===== src/rtl/hba_quadn.sv =====
// hba_quadn: HBA bus slave with NUM_CH x4 quadrature counters, snapshot shadows and change interrupt.
// Define HBA_QUADN_FILTER_EN to add a FILT_LEN-cycle stability filter after the pin synchronisers.
module hba_quadn #(
    parameter int DBUS_WIDTH        = 8,
    parameter int PERIPH_ADDR_WIDTH = 4,
    parameter int REG_ADDR_WIDTH    = 8,
    parameter int ADDR_WIDTH        = PERIPH_ADDR_WIDTH + REG_ADDR_WIDTH,
    parameter int PERIPH_ADDR       = 0,
    parameter int NUM_CH            = 2,
    parameter int CNT_BYTES         = 2,
    parameter int FILT_LEN          = 3
) (
    input  logic                  hba_clk,
    input  logic                  hba_reset,
    input  logic                  hba_rnw,
    input  logic                  hba_select,
    input  logic [ADDR_WIDTH-1:0] hba_abus,
    input  logic [DBUS_WIDTH-1:0] hba_dbus,
    output logic [DBUS_WIDTH-1:0] hba_dbus_slave,
    output logic                  hba_xferack_slave,
    output logic                  slave_interrupt,
    input  logic [NUM_CH-1:0]     quad_enc_a,
    input  logic [NUM_CH-1:0]     quad_enc_b
);
    localparam int W = 8 * CNT_BYTES;
    localparam logic [REG_ADDR_WIDTH-1:0] A_CHEN = REG_ADDR_WIDTH'(0);
    localparam logic [REG_ADDR_WIDTH-1:0] A_CTRL = REG_ADDR_WIDTH'(1);
    localparam logic [REG_ADDR_WIDTH-1:0] A_CHG  = REG_ADDR_WIDTH'(2);
    localparam logic [REG_ADDR_WIDTH-1:0] A_ERR  = REG_ADDR_WIDTH'(3);

    logic [2*NUM_CH-1:0] r_pin_p0, r_pin_p1;
    logic [2*NUM_CH-1:0] w_pin;
    logic [NUM_CH-1:0]   w_a, w_b, r_st_a, r_st_b;
    logic [NUM_CH-1:0]   w_da, w_db, w_illegal, w_step, w_up, w_errclr;
    logic [NUM_CH-1:0]   r_ch_en, r_changed, r_err;
    logic [W-1:0]        r_cnt    [NUM_CH];
    logic [W-1:0]        r_shadow [NUM_CH];
    logic                r_intr_en, r_busy;
    logic                w_hit, w_decode, w_wr, w_snap, w_clr;
    logic [REG_ADDR_WIDTH-1:0] w_reg;
    logic [DBUS_WIDTH-1:0]     w_rdata;
    logic                      w_unused_dbus;

    // Two-flop synchroniser for all pins, packed as {B, A}
    always_ff @(posedge hba_clk or posedge hba_reset) begin
        if (hba_reset) begin
            r_pin_p0 <= '0;
            r_pin_p1 <= '0;
        end else begin
            r_pin_p0 <= {quad_enc_b, quad_enc_a};
            r_pin_p1 <= r_pin_p0;
        end
    end

`ifdef HBA_QUADN_FILTER_EN
    logic [2*NUM_CH-1:0] r_filt;
    logic [3:0]          r_fcnt [2*NUM_CH];

    always_ff @(posedge hba_clk or posedge hba_reset) begin
        if (hba_reset) begin
            r_filt <= '0;
            for (int i = 0; i < 2*NUM_CH; i++) r_fcnt[i] <= '0;
        end else begin
            for (int i = 0; i < 2*NUM_CH; i++) begin
                if (r_pin_p1[i] == r_filt[i]) begin
                    r_fcnt[i] <= '0;
                end else if (r_fcnt[i] == 4'(FILT_LEN - 1)) begin
                    r_filt[i] <= r_pin_p1[i];
                    r_fcnt[i] <= '0;
                end else begin
                    r_fcnt[i] <= r_fcnt[i] + 4'd1;
                end
            end
        end
    end
    assign w_pin = r_filt;
`else
    assign w_pin = r_pin_p1;
`endif

    assign w_a = w_pin[NUM_CH-1:0];
    assign w_b = w_pin[2*NUM_CH-1:NUM_CH];

    // Exactly one input changed -> a step; A_new ^ B_old gives the forward direction
    assign w_da      = w_a ^ r_st_a;
    assign w_db      = w_b ^ r_st_b;
    assign w_illegal = w_da & w_db;
    assign w_up      = w_a ^ r_st_b;

    assign w_hit    = hba_abus[ADDR_WIDTH-1:REG_ADDR_WIDTH] == PERIPH_ADDR_WIDTH'(PERIPH_ADDR);
    assign w_decode = hba_select & w_hit & ~r_busy;
    assign w_wr     = w_decode & ~hba_rnw;
    assign w_reg    = hba_abus[REG_ADDR_WIDTH-1:0];
    assign w_snap   = w_wr && (w_reg == A_CTRL) && hba_dbus[1];
    assign w_clr    = w_wr && (w_reg == A_CTRL) && hba_dbus[2];
    assign w_errclr = (w_wr && (w_reg == A_ERR)) ? hba_dbus[NUM_CH-1:0] : '0;
    assign w_step   = (w_da ^ w_db) & r_ch_en & ~{NUM_CH{w_clr}};
    assign w_unused_dbus = ^hba_dbus;

    assign slave_interrupt = r_intr_en & (|r_changed);

    always_comb begin
        w_rdata = '0;
        if (w_reg == A_CHEN) w_rdata = DBUS_WIDTH'(r_ch_en);
        if (w_reg == A_CTRL) w_rdata = DBUS_WIDTH'(r_intr_en);
        if (w_reg == A_CHG)  w_rdata = DBUS_WIDTH'(r_changed);
        if (w_reg == A_ERR)  w_rdata = DBUS_WIDTH'(r_err);
        for (int n = 0; n < NUM_CH; n++) begin
            for (int k = 0; k < CNT_BYTES; k++) begin
                if (w_reg == REG_ADDR_WIDTH'(4 + n*CNT_BYTES + k)) w_rdata = r_shadow[n][8*k +: 8];
            end
        end
    end

    always_ff @(posedge hba_clk or posedge hba_reset) begin
        if (hba_reset) begin
            r_st_a            <= '0;
            r_st_b            <= '0;
            r_ch_en           <= '0;
            r_changed         <= '0;
            r_err             <= '0;
            r_intr_en         <= 1'b0;
            r_busy            <= 1'b0;
            hba_xferack_slave <= 1'b0;
            hba_dbus_slave    <= '0;
            for (int n = 0; n < NUM_CH; n++) begin
                r_cnt[n]    <= '0;
                r_shadow[n] <= '0;
            end
        end else begin
            r_st_a            <= w_a;
            r_st_b            <= w_b;
            r_busy            <= hba_select & (r_busy | w_hit);
            hba_xferack_slave <= w_decode;
            hba_dbus_slave    <= (w_decode & hba_rnw) ? w_rdata : '0;
            if (w_wr && (w_reg == A_CHEN)) r_ch_en   <= hba_dbus[NUM_CH-1:0];
            if (w_wr && (w_reg == A_CTRL)) r_intr_en <= hba_dbus[0];
            r_err     <= (r_err & ~w_errclr) | w_illegal;
            r_changed <= w_step | (w_snap ? '0 : r_changed);
            // Shadow captures the pre-update count; CLR overrides any same-cycle step
            for (int n = 0; n < NUM_CH; n++) begin
                if (w_snap) r_shadow[n] <= r_cnt[n];
                if (w_clr) begin
                    r_cnt[n] <= '0;
                end else if (w_step[n]) begin
                    r_cnt[n] <= w_up[n] ? r_cnt[n] + W'(1) : r_cnt[n] - W'(1);
                end
            end
        end
    end
endmodule

===== config.mk =====
export PLATFORM = sky130hd
export DESIGN_NAME = hba_quadn
export DESIGN_NICKNAME = d
export VERILOG_FILES = /design/src/rtl/hba_quadn.sv
export SDC_FILE = /design/constraint.sdc
export NUM_CORES = 1
export LEC_CHECK = 0
export ABC_AREA = 1
export CAP_MARGIN = 20
export CELL_PAD_IN_SITES_DETAIL_PLACEMENT = 1
export CELL_PAD_IN_SITES_GLOBAL_PLACEMENT = 1
export CORE_ASPECT_RATIO = 0.7
export CORE_MARGIN = 10
export CORE_UTILIZATION = 44
export DETAILED_ROUTE_END_ITERATION = 6
export PLACE_DENSITY_LB_ADDON = 0.25
export SYNTH_ARGS = -nofsm -noshare
export SYNTH_HDL_FRONTEND = slang
export SYNTH_SLANG_ARGS = --single-unit

===== constraint.sdc =====
create_clock -name hba_clk -period 4.4 [get_ports hba_clk]
set_clock_uncertainty 0.05 [all_clocks]
set_input_delay 0.88 -clock hba_clk [delete_from_list [all_inputs] [get_ports hba_clk]]
set_output_delay 0.88 -clock hba_clk [all_outputs]
set_load 0.05 [all_outputs]

==> results.toml <==
[logic_synthesis]
syn_area_per_cell_um2 = 7.191
synthTopCellsByArea = "dfrtp_1 42%, nand2_1 18%, inv_1 6.9%, nand3_1 5.5%, o21ai_0 4.2%"
synth.most_common_cell = "nand2_1"
synth_flop_cell = "dfrtp_1"
ys_ff_latch = 93
synth_fp_nets = 807
yosysWarnings = 0
async_flop_share_pct = 100.0
yosysTopAreaCell = "dfrtp_1"
yosys.area.top_type_share_pct = 41.92
synth_area_um2 = 5552
synth_common_cells = "271 x nand2_1, 102 x inv_1, 93 x dfrtp_1, 61 x nand3_1, 49 x nor2_1"
synth_cell_type_count = 35
seq_area_frac_synth_pct = 41.92
synth-edff-count = 0
synth_cells = 772

[pwr]
powerDensity_nw_per_um2 = 306.0
vdd_drop_max_mv = 0.1732
p_leak_nw = 3.233

[detailed_routing]
met1_length_mm = 8.668
firstDrtPassIters = 5
drt_iter0_markers = 375
met2_length_mm = 7.212
met3_length_mm = 1.139
vias_per_cell = 5.513
top_layer_used = "met4"
final_antenna_net_count = 0
drc_errors = 0
wl_per_cell_um = 17.56
vias = 5381
drt-total-wl_mm = 17.14

[place]
dp_cells = 960
io_buffers = 32
hpwl_mm = 13.02
gp_congestion = 0.9010

[global_route]
grt_remaining_overflow = 0
antenna_found_initial = 0
grt_pass1_vias = 5620
grt_pass1_wl_mm = 28.43
grt_max_degree = 36
grt_usage_pct = 19.61

[setup_path]
slowest_stage = "nor2_4"
critical_path_arrival_ns = 3.21
endpoint_kind = "flip-flop"
slowest_delay_ns = 0.66
r2r_slack_ns = 1.94
crit_chain = "clkdlybuf4s50_1, nor2_1, nand4_1, nor2_1, nand2_1, nor2_4, buf_4, nand2_1, o21a_1"
crit_fanout = 35
critical_path_class = "input port to flip-flop"
startpoint_type = "input port"
reg2regPathDepth = 14
required_ns = 4.59

[clocking]
h-tree-depth = 3
postCtsResizedCells = 0
post_cts_buffers = 0
cts_tree = "yes"
max-clock-path-buffers = 2
cts_made_buffers = 9
hold_buffers = 0
root_buffer = "clkbuf_16"
cts_sinks = 93
worstSkewPairLatency_ns = 0.35
clk_pin_slew_ns = 0.07

[timing]
fin_setup_tns_ns = 0
min_period_ns = 3.018
min_period_over_period_pct = 68.59
relSlewSlack_pct = 45.31
clock.fmax_mhz = 331.4
grt_setup_unrepaired = "false"
worst_pin_slew_ns = 0.8183
setup_violations = 0
hold_violations = 0
drv_slew = 0
whs_ns = 0.3127

[die]
die_h_um = 114.0
io_pins = 38
die_x_um = 154.3
die_area_um2 = 17580
start_util_pct = 44.85
fp.coreArea_um2 = 12380
rows = 34

[outcome]
outcome = "complete, no violations"

[layout]
drive_gt1_share_pct = 6.634
stdcell_count = 976
syn_to_final_growth_pct = 14.76
layout.nets = 844
antennaDiodeCount = 0

[job]
maxCapViolations = 0

[hold_path]
min_path_cells = 0
hold_path.class = "flip-flop to flip-flop"
final timing paths:
check,start,endpoint
max in group asynchronous,hba_reset,r_shadow[20]
max reg2reg,r_pin_p1[0],r_cnt[30]
min in group asynchronous,hba_reset,r_cnt[8]
max,hba_abus[9],r_shadow[3]
min,r_pin_p0[1],r_pin_p1[1]
min reg2reg,r_pin_p0[1],r_pin_p1[1]
critical path: cells and delay by family:
family	cells	cell delay, ns
simple gates	6	1.52
buf+inv	2	0.69
compound gates	1	0.11
per-stage QoR:
stage          util [%]  instance area, um2  power [mW]  worst slack [ns]
2_1_floorplan         -                5552       1.048             1.050
3_3_place_gp      48.91                6055       1.107             1.172
3_5_place_dp      48.91                6055       1.119             1.042
4_1_cts           51.47                6371       1.957             1.330
5_1_grt           51.47                6371       2.025             1.172
6_report          51.47                6371       1.950             1.382
per-layer routing:
layer  vias up  track usage (%)
li1       2580                -
met2       138            29.18
met3        16            5.190
met1      2647            28.13
met5         -                0
met4         0            3.515
power by group:
part | switching, mW | internal, mW | total [mW]
logic | 0.155 | 0.0729 | 0.228
registers | 0.0111 | 0.867 | 0.878
clock network | 0.343 | 0.501 | 0.844
registers in the layout, summed over array words and instances, names as in the netlist:
| signal | count |
|---|---|
| r_st_b | 2 |
| hba_dbus_slave | 8 |
| r_pin_p1 | 4 |
| r_shadow | 32 |
| r_ch_en | 2 |
| r_changed | 2 |
| r_busy | 1 |
| r_cnt | 32 |
| r_pin_p0 | 4 |
| r_err | 2 |
| r_st_a | 2 |
| r_intr_en | 1 |
| hba_xferack_slave | 1 |
kinds of logic (layout without fill, tap and decap cells):
group,after synthesis,after routing,synth area share [%]
simple gates,412,412,30.83
flops,93,93,41.92
xor+xnor,8,8,1.262
buf+inv,119,161,8.812
mux,5,5,1.014
compound gates,128,128,14.58
fa+ha+maj,7,7,1.578
cell type report:
| class | count | area (um2) |
|---|---|---|
| repair buffers | 42 | 395.4 |
| clock inverters | 5 | 83.83 |
| clock buffers | 11 | 232.7 |
| multi-input cells | 560 | 2740 |
| fillers | 1560 | 6008 |
| inverters | 103 | 389.1 |
| flip-flops and latches | 93 | 2327 |
| well taps | 162 | 202.7 |
cell usage in the layout, fill, tap and decap left out, types with 2 or more instances in the layout:
| cell type | n |
|---|---|
| a21oi_1 | 20 |
| a31oi_1 | 2 |
| a41o_1 | 6 |
| a41oi_1 | 13 |
| buf_4 | 10 |
| bufinv_16 | 2 |
| clkbuf_1 | 2 |
| clkbuf_16 | 9 |
| clkdlybuf4s50_1 | 32 |
| clkinvlp_4 | 2 |
| dfrtp_1 | 93 |
| ha_1 | 7 |
| inv_1 | 101 |
| mux2_2 | 5 |
| nand2_1 | 271 |
| nand2_2 | 13 |
| nand3_1 | 61 |
| nand4_1 | 2 |
| nor2_1 | 49 |
| nor2_2 | 4 |
| nor3_1 | 7 |
| o2111ai_1 | 2 |
| o21a_1 | 16 |
| o21ai_0 | 47 |
| o21ai_1 | 2 |
| o21bai_2 | 2 |
| o22ai_1 | 14 |
| xor2_1 | 8 |
(Power assumes the default switching activity.)
